[config.mk]
export PLATFORM = sky130hd
export DESIGN_NAME = packer_arbiter
export DESIGN_NICKNAME = d
export VERILOG_FILES = /design/src/rtl/packer_arbiter.sv
export SDC_FILE = /design/constraint.sdc
export NUM_CORES = 1
export LEC_CHECK = 0
export ABC_CLOCK_PERIOD_IN_PS = 3100
export CORE_MARGIN = 2
export CORE_UTILIZATION = 53
export CTS_CLUSTER_SIZE = 8
export DETAILED_ROUTE_END_ITERATION = 10
export DONT_BUFFER_PORTS = 1
export GPL_TIMING_DRIVEN = 1
export PLACE_DENSITY = 0.69
export RECOVER_POWER = 50
export REMOVE_ABC_BUFFERS = 1
export SYNTH_ARGS = -nofsm -noshare
export SYNTH_HDL_FRONTEND = slang
export SYNTH_SLANG_ARGS = --single-unit
[constraint.sdc]
create_clock -name clk -period 3.1 [get_ports clk]
set_clock_uncertainty 0.15 [all_clocks]
set_input_delay 0.465 -clock clk [delete_from_list [all_inputs] [get_ports clk]]
set_output_delay 0.465 -clock clk [all_outputs]
set_load 0.02 [all_outputs]
[src/rtl/packer_arbiter.sv]
// Merges a header codeword source and an encoder codeword source into one registered
// codeword stream for a bit packer. Define PACKER_ARB_HEADER_EN to enable the header path.
module packer_arbiter #(
    parameter int MAX_IN_WIDTH = 8,
    parameter int CNT_WIDTH    = 16
) (
    input  logic                    clk,
    input  logic                    areset,
    input  logic                    hdr_valid,
    output logic                    hdr_ready,
    input  logic [MAX_IN_WIDTH-1:0] hdr_data,
    input  logic [4:0]              hdr_num_bits,
    input  logic                    hdr_last,
    input  logic                    enc_valid,
    output logic                    enc_ready,
    input  logic [MAX_IN_WIDTH-1:0] enc_data,
    input  logic [4:0]              enc_num_bits,
    input  logic                    enc_last,
    output logic                    out_valid,
    output logic                    out_last,
    output logic [MAX_IN_WIDTH-1:0] out_data,
    output logic [4:0]              out_num_bits,
    output logic                    busy,
    output logic                    done,
    output logic [CNT_WIDTH-1:0]    frame_count,
    output logic                    len_err
);

`ifdef PACKER_ARB_HEADER_EN
    typedef enum logic [1:0] {IDLE, HEADER, BODY} state_t;
`else
    typedef enum logic {IDLE, BODY} state_t;
`endif

    state_t                  state;
    logic                    hdr_acc;
    logic                    enc_acc;
    logic                    cw_acc;
    logic                    cw_last;
    logic                    cw_fwd;
    logic                    cw_over;
    logic [MAX_IN_WIDTH-1:0] cw_data;
    logic [4:0]              cw_bits;
    logic [4:0]              cw_len;

    logic                    vld_p1;
    logic                    last_p1;
    logic [MAX_IN_WIDTH-1:0] data_p1;
    logic [4:0]              bits_p1;
    logic                    done_p1;
    logic [CNT_WIDTH-1:0]    cnt_p1;
    logic                    len_err_p1;

    function automatic logic [4:0] clamp_len(input logic [4:0] n);
        if (int'(n) > MAX_IN_WIDTH) return 5'(MAX_IN_WIDTH);
        return n;
    endfunction

    function automatic logic [MAX_IN_WIDTH-1:0] mask_data(input logic [MAX_IN_WIDTH-1:0] d,
                                                          input logic [4:0] len);
        logic [MAX_IN_WIDTH-1:0] m;
        for (int i = 0; i < MAX_IN_WIDTH; i++) begin
            m[i] = d[i] & (i < int'(len));
        end
        return m;
    endfunction

`ifdef PACKER_ARB_HEADER_EN
    assign hdr_ready = (state != BODY);
    assign enc_ready = (state == BODY);
    assign hdr_acc   = hdr_valid & hdr_ready;
`else
    // Without a header path the encoder owns the stream from IDLE onwards.
    logic unused_hdr;
    assign unused_hdr = ^{hdr_valid, hdr_data, hdr_num_bits, hdr_last};
    assign hdr_ready  = 1'b0;
    assign enc_ready  = 1'b1;
    assign hdr_acc    = 1'b0;
`endif

    assign enc_acc = enc_valid & enc_ready;
    assign busy    = (state != IDLE);

    always_comb begin
        cw_acc  = hdr_acc | enc_acc;
        cw_data = enc_data;
        cw_bits = enc_num_bits;
        cw_last = enc_acc & enc_last;
        if (hdr_acc) begin
            cw_data = hdr_data;
            cw_bits = hdr_num_bits;
        end
        cw_len  = clamp_len(cw_bits);
        cw_fwd  = cw_acc & (cw_bits != 5'd0);
        cw_over = cw_acc & (int'(cw_bits) > MAX_IN_WIDTH);
    end

    // Stage p1: accepted codeword registered onto the output stream
    always_ff @(posedge clk) begin
        if (areset) begin
            state      <= IDLE;
            vld_p1     <= 1'b0;
            last_p1    <= 1'b0;
            data_p1    <= '0;
            bits_p1    <= '0;
            done_p1    <= 1'b0;
            cnt_p1     <= '0;
            len_err_p1 <= 1'b0;
        end else begin
            vld_p1  <= cw_fwd;
            last_p1 <= cw_fwd & cw_last;
            data_p1 <= cw_fwd ? mask_data(cw_data, cw_len) : '0;
            bits_p1 <= cw_fwd ? cw_len : 5'd0;
            // Zero-length last codewords still close the frame.
            done_p1 <= cw_last;
            if (cw_last) cnt_p1 <= cnt_p1 + CNT_WIDTH'(1);
            if (cw_over) len_err_p1 <= 1'b1;
`ifdef PACKER_ARB_HEADER_EN
            if (hdr_acc) state <= hdr_last ? BODY : HEADER;
            else if (enc_acc) state <= enc_last ? IDLE : BODY;
`else
            if (enc_acc) state <= enc_last ? IDLE : BODY;
`endif
        end
    end

    assign out_valid    = vld_p1;
    assign out_last     = last_p1;
    assign out_data     = data_p1;
    assign out_num_bits = bits_p1;
    assign done         = done_p1;
    assign frame_count  = cnt_p1;
    assign len_err      = len_err_p1;

endmodule

Word-level counts from Yosys, hierarchy flattened
Cells that the tools add are included.

storage, ports and cells
  register bits = 34
  logic and storage cells = 37

cells by class
  bitwise operators = 13
  multiplexer cells = 4
  magnitude comparators = 9
  add/sub/neg operators = 1
  reductions and logical operators = 2

operators by type and width
  operator                 count
  $lt A3 B5 Y1 const A     4
  $add A16 B1 Y16 const B  1
  $and A1 B1 Y1            12
  $lt A1 B5 Y1 const A     2
  $lt A2 B5 Y1 const A     2
  $mux W5                  2
  $gt A5 B4 Y1 const B     1
  $reduce_bool A5 Y1       1
  $mux W1                  2
  $reduce_or A2 Y1         1
  $not A1 Y1               1

Depth between registers and ports, before layout
  depth after elaboration = 5
  mapped depth = 6
  mapped depth without buffers = 4

Worst setup path before layout
No wires, ideal clock.

  path type = input-to-reg
  from = input enc_valid
  to = register cnt_p1[15] (netlist: frame_count[15])
  setup time = 0.121 ns
  path slack = 1.197 ns
  path buffers = 2
  stages = 6
  arrival = 1.632 ns
  data required time = 2.829 ns
  path through = buf_6 nand4_1 or3_1 buf_2 nor4_2 mux2_2

on the way
  word-level cells in the longest chain between the ends = 1

ends and longest elaborated chain
  element               RTL line  source
  from (decl)           14        input logic enc_valid,
  $and A1 B1 Y1         88        cw_last = enc_acc & enc_last;
  to (signal assigned)  116       if (cw_last) cnt_p1 <= cnt_p1 + CNT_WIDTH'(1);
  to (decl)             51        logic [CNT_WIDTH-1:0] cnt_p1;

Every way passes these cells.
A chain may end at the register's enable or synchronous reset.

Worst setup path after layout
  from = register cnt_p1[2] (netlist: frame_count[2])
  to = register cnt_p1[15] (netlist: frame_count[15])

on the way
  word-level cells in the longest chain between the ends = 1

ends and longest elaborated chain
  element          RTL line
  $add A16 B1 Y16  116

Every way passes these cells.

==> results.md <==
Outcome:
- The run finished with clean final reports.

Floorplan:
- The area of the core is 2280 µm².
- Row generation in the floorplan step produced 17 rows.
- The I/O pin count is 68.
- The height of the die is roughly 54 µm.
- The width of the die is roughly 54 µm.
- The starting utilization of the core area is 57.4%.
- The die covers 2880 µm².

Global routing:
- The largest net degree at the start of global routing is 24.
- The number of antenna violations at the first check in global routing was 0.
- The sum of overflow across all layers after global routing is 0.
- The via count of the first global-routing pass is slightly above 900.
- The wire length of the first global-routing pass is 4.06 mm.
- The aggregate global-route resource usage is 20.4%.

Synthesis:
- The fraction of post-synthesis cell area in the top cell type by area is 52.1%.
- The sequential fraction of the synthesis area is 52.1%.
- The number of distinct library cells after synthesis is 32.
- The count of mapped cells out of synthesis is ~140.
- The dominant synthesized flop cell is sky130_fd_sc_hd__dfxtp_1.
- In this run, synthesis produced a sequential element count of 34.
- For this run, asynchronously set or reset flops after synthesis account for 0%.
- Summed over all instances, the cell type with the most area after synthesis is sky130_fd_sc_hd__dfxtp_1.
- The number of synthesized flops with an enable pin is 0.
- After synthesis the cells add up to approximately 1300 µm².
- Sorting the synthesized cells by area gives the leading types as sky130_fd_sc_hd__dfxtp_1 (52%), sky130_fd_sc_hd__nor2_1 (6.0%), sky130_fd_sc_hd__xor2_1 (5.4%).
- After synthesis, the mean cell area works out to 9.27 µm².
- The count of synthesis-stage warnings from yosys is 0.

Routing:
- The number of vias per cell after detailed routing is 5.61.
- After detailed routing, the number of remaining DRC violations is 0.
- The count of nets left with antenna violations once routing finished came out at 0.
- The first detailed-routing pass ran for 4 iterations.
- For this block, the via count after detailed routing is 959.
- The violation count after the first detailed-routing iteration is 11.
- Summed over all layers, the routed wires come to 2.47 mm.
- The detail-routed net length per standard cell is around 14 µm.

Pwr:
- Power comes to just under 900 µW.
- The internal power of the cells is 710 µW.
- Net switching is 20.7% of the power.
- The relative contribution of the clock network to total power is 45.1%.
- For this design the total switching power over the nets is 185 µW.
- The worst-case vdd ir drop is 0.509 mV.
- The combinational share of power is 2.4%.
- The leakage dissipation is 0.000542 µW.
- Power spread over the standard cell area amounts to 639 nW/µm².
- The share of total power dissipated in sequential elements is 52.4%.

Timing:
- The part of the cycle the worst path needs is 64.9%.
- The count of final max-slew check failures is 0.
- The total negative setup slack is 0 ns.
- The tightest hold path in the finished design has a slack of ~0.035 ns.
- The final count of hold timing violations is 0.
- The maximum operating frequency is 497 MHz.
- The count of endpoints failing setup in the final report is 0.
- Setup repair after global routing left no endpoint under its margin.
- The clock period could shrink to 2.01 ns.

Setup path:
- The critical path arrival is about 2.1 ns.
- STA classifies the critical path endpoint as a register.
- The worst setup path is launched from a register.
- For the worst setup path, the data required time is 3.18 ns.
- The maximum fanout encountered on the critical timing path is 6.
- The classification of the worst setup path is reg -> reg.

Min path:
- The class of the tightest hold or removal check is in -> reg.

Finish:
- The filler cell count is 204.
- Leaving out fill and tap cells, the most frequent cells in the layout are sky130_fd_sc_hd__dfxtp_1 (34), sky130_fd_sc_hd__nor2_1 (21), sky130_fd_sc_hd__nand2_1 (10), sky130_fd_sc_hd__xor2_1 (8), sky130_fd_sc_hd__a21oi_1 (7).
- The antenna cell count is 0.
- Of the cells placed in the final design, the portion with a size suffix greater than 1 is 10.5%.
- Leaving out fill and tap cells, the most frequent cell in the layout is sky130_fd_sc_hd__dfxtp_1.
- The signed area change from the synthesized netlist to the final layout is 7.18%.
- The net count of the finished layout is 175.

Place:
- The total half-perimeter wirelength after legalization and detailed placement is 1.80 mm.
- The number of input and output port buffers inserted is 0.
- At the end of routability-driven placement, the weighted congestion stood at 0.755.

Clock network:
- The clock tree from TritonCTS is yes.
- The maximum clock path buffer count is 2.
- The number of sinks handled by clock tree synthesis is 34.
- The number of buffers added to fix hold violations after cts is 0.
- The CTS buffer count is 5.
- The root buffer selected by CTS is sky130_fd_sc_hd__clkbuf_4.
- The worst-skew pair later-pin latency is 0.33 ns.
- After clock tree synthesis, the clock-pin slew on the worst setup and hold paths is 0.11 ns.
- The number of buffers inserted to repair setup after CTS is 0.
- The count of instances resized after the clock tree is built is 0.
- The H-tree level count is 2.

Run:
- The max-cap check violation count is 0.
## worst paths after layout
path	endpoint	from	depth (start not counted)	slack, ns
setup / recovery	frame_count[15]	frame_count[2]	4	1.09
hold / removal	len_err	areset	1	0.04
setup reg to reg	frame_count[15]	frame_count[2]	4	1.09
hold reg to reg	len_err	len_err	2	0.40
## sequential cells by signal (all words and copies together) (netlist names)
name,cells
out_num_bits,5
done,1
out_data,8
frame_count,16
out_valid,1
busy,1
out_last,1
len_err,1
## through the flow
stage | setup WS [ns] | instance area, µm² | std cells | util [%]
finish | 1.09 | 1400 | 171 | 61.6
global placement | 1.12 | 1290 | 163 | 56.9
floorplan | 1.26 | 1260 | 135 | -
CTS | 1.07 | 1400 | 171 | 61.6
global route | 1.02 | 1400 | 171 | 61.6
detailed placement | 1.11 | 1290 | 163 | 56.9
## cell type report
type / count / area (µm²) / area share, %
multi-input combinational: 98 / 568 / 40.5
inverter: 3 / 11.3 / 0.804
sequential: 34 / 681 / 48.6
clock inverter: 3 / 68.8 / 4.91
tap: 28 / 35.0 / 2.50
clock buffer: 5 / 37.5 / 2.68
## power by group through the flow
stage | clock network (µW) | registers (µW) | logic, µW
2_1_floorplan | 0 | 478 | 19.2
3_3_place_gp | 0 | 479 | 21.4
3_5_place_dp | 0 | 480 | 22.2
4_1_cts | 415 | 470 | 22.1
5_1_grt | 439 | 471 | 26.2
6_report | 404 | 469 | 21.9
## synth_stat cells (all sizes together), types with 2 or more instances
cell type,count
buf,6
nand4,5
and3,7
xor2,8
and4,2
nor4,2
xnor2,2
dfxtp,34
and2,3
nor2b,2
o21ai,6
o311a,2
nand3,6
nor3,2
inv,3
conb,2
nor2,21
mux2,2
or3,4
a21oi,7
nand2,10
## cell families after synthesis
| group | count (synthesis) | share of synthesized area (%) |
|---|---|---|
| AO/OA/AOI/OAI | 16 | 7.18 |
| XOR/XNOR | 10 | 6.70 |
| adder cells (fa/ha/maj) | 1 | 0.957 |
| buffers and inverters | 10 | 4.78 |
| flip-flops | 34 | 52.1 |
| multiplexers | 2 | 1.72 |
| other | 2 | 0.574 |
| AND/OR/NAND/NOR | 66 | 26.0 |
## critical path: stages, from the launching register on
cell,delay (ns)
sky130_fd_sc_hd__dfxtp_1,0.54
sky130_fd_sc_hd__nand4_1,0.17
sky130_fd_sc_hd__or3_1,0.51
sky130_fd_sc_hd__nor4_2,0.18
sky130_fd_sc_hd__mux2_2,0.35
## layer usage
metal  track usage (%)  share of wire (%)  vias to the layer above
li1                  -                  -                      476
met1              21.3                 42                      442
met2              33.1                 48                       36
met3              11.1                7.5                        5
met4              10.3                1.9                        0
met5                 0                  0                        -
(Power assumes the default switching activity.)
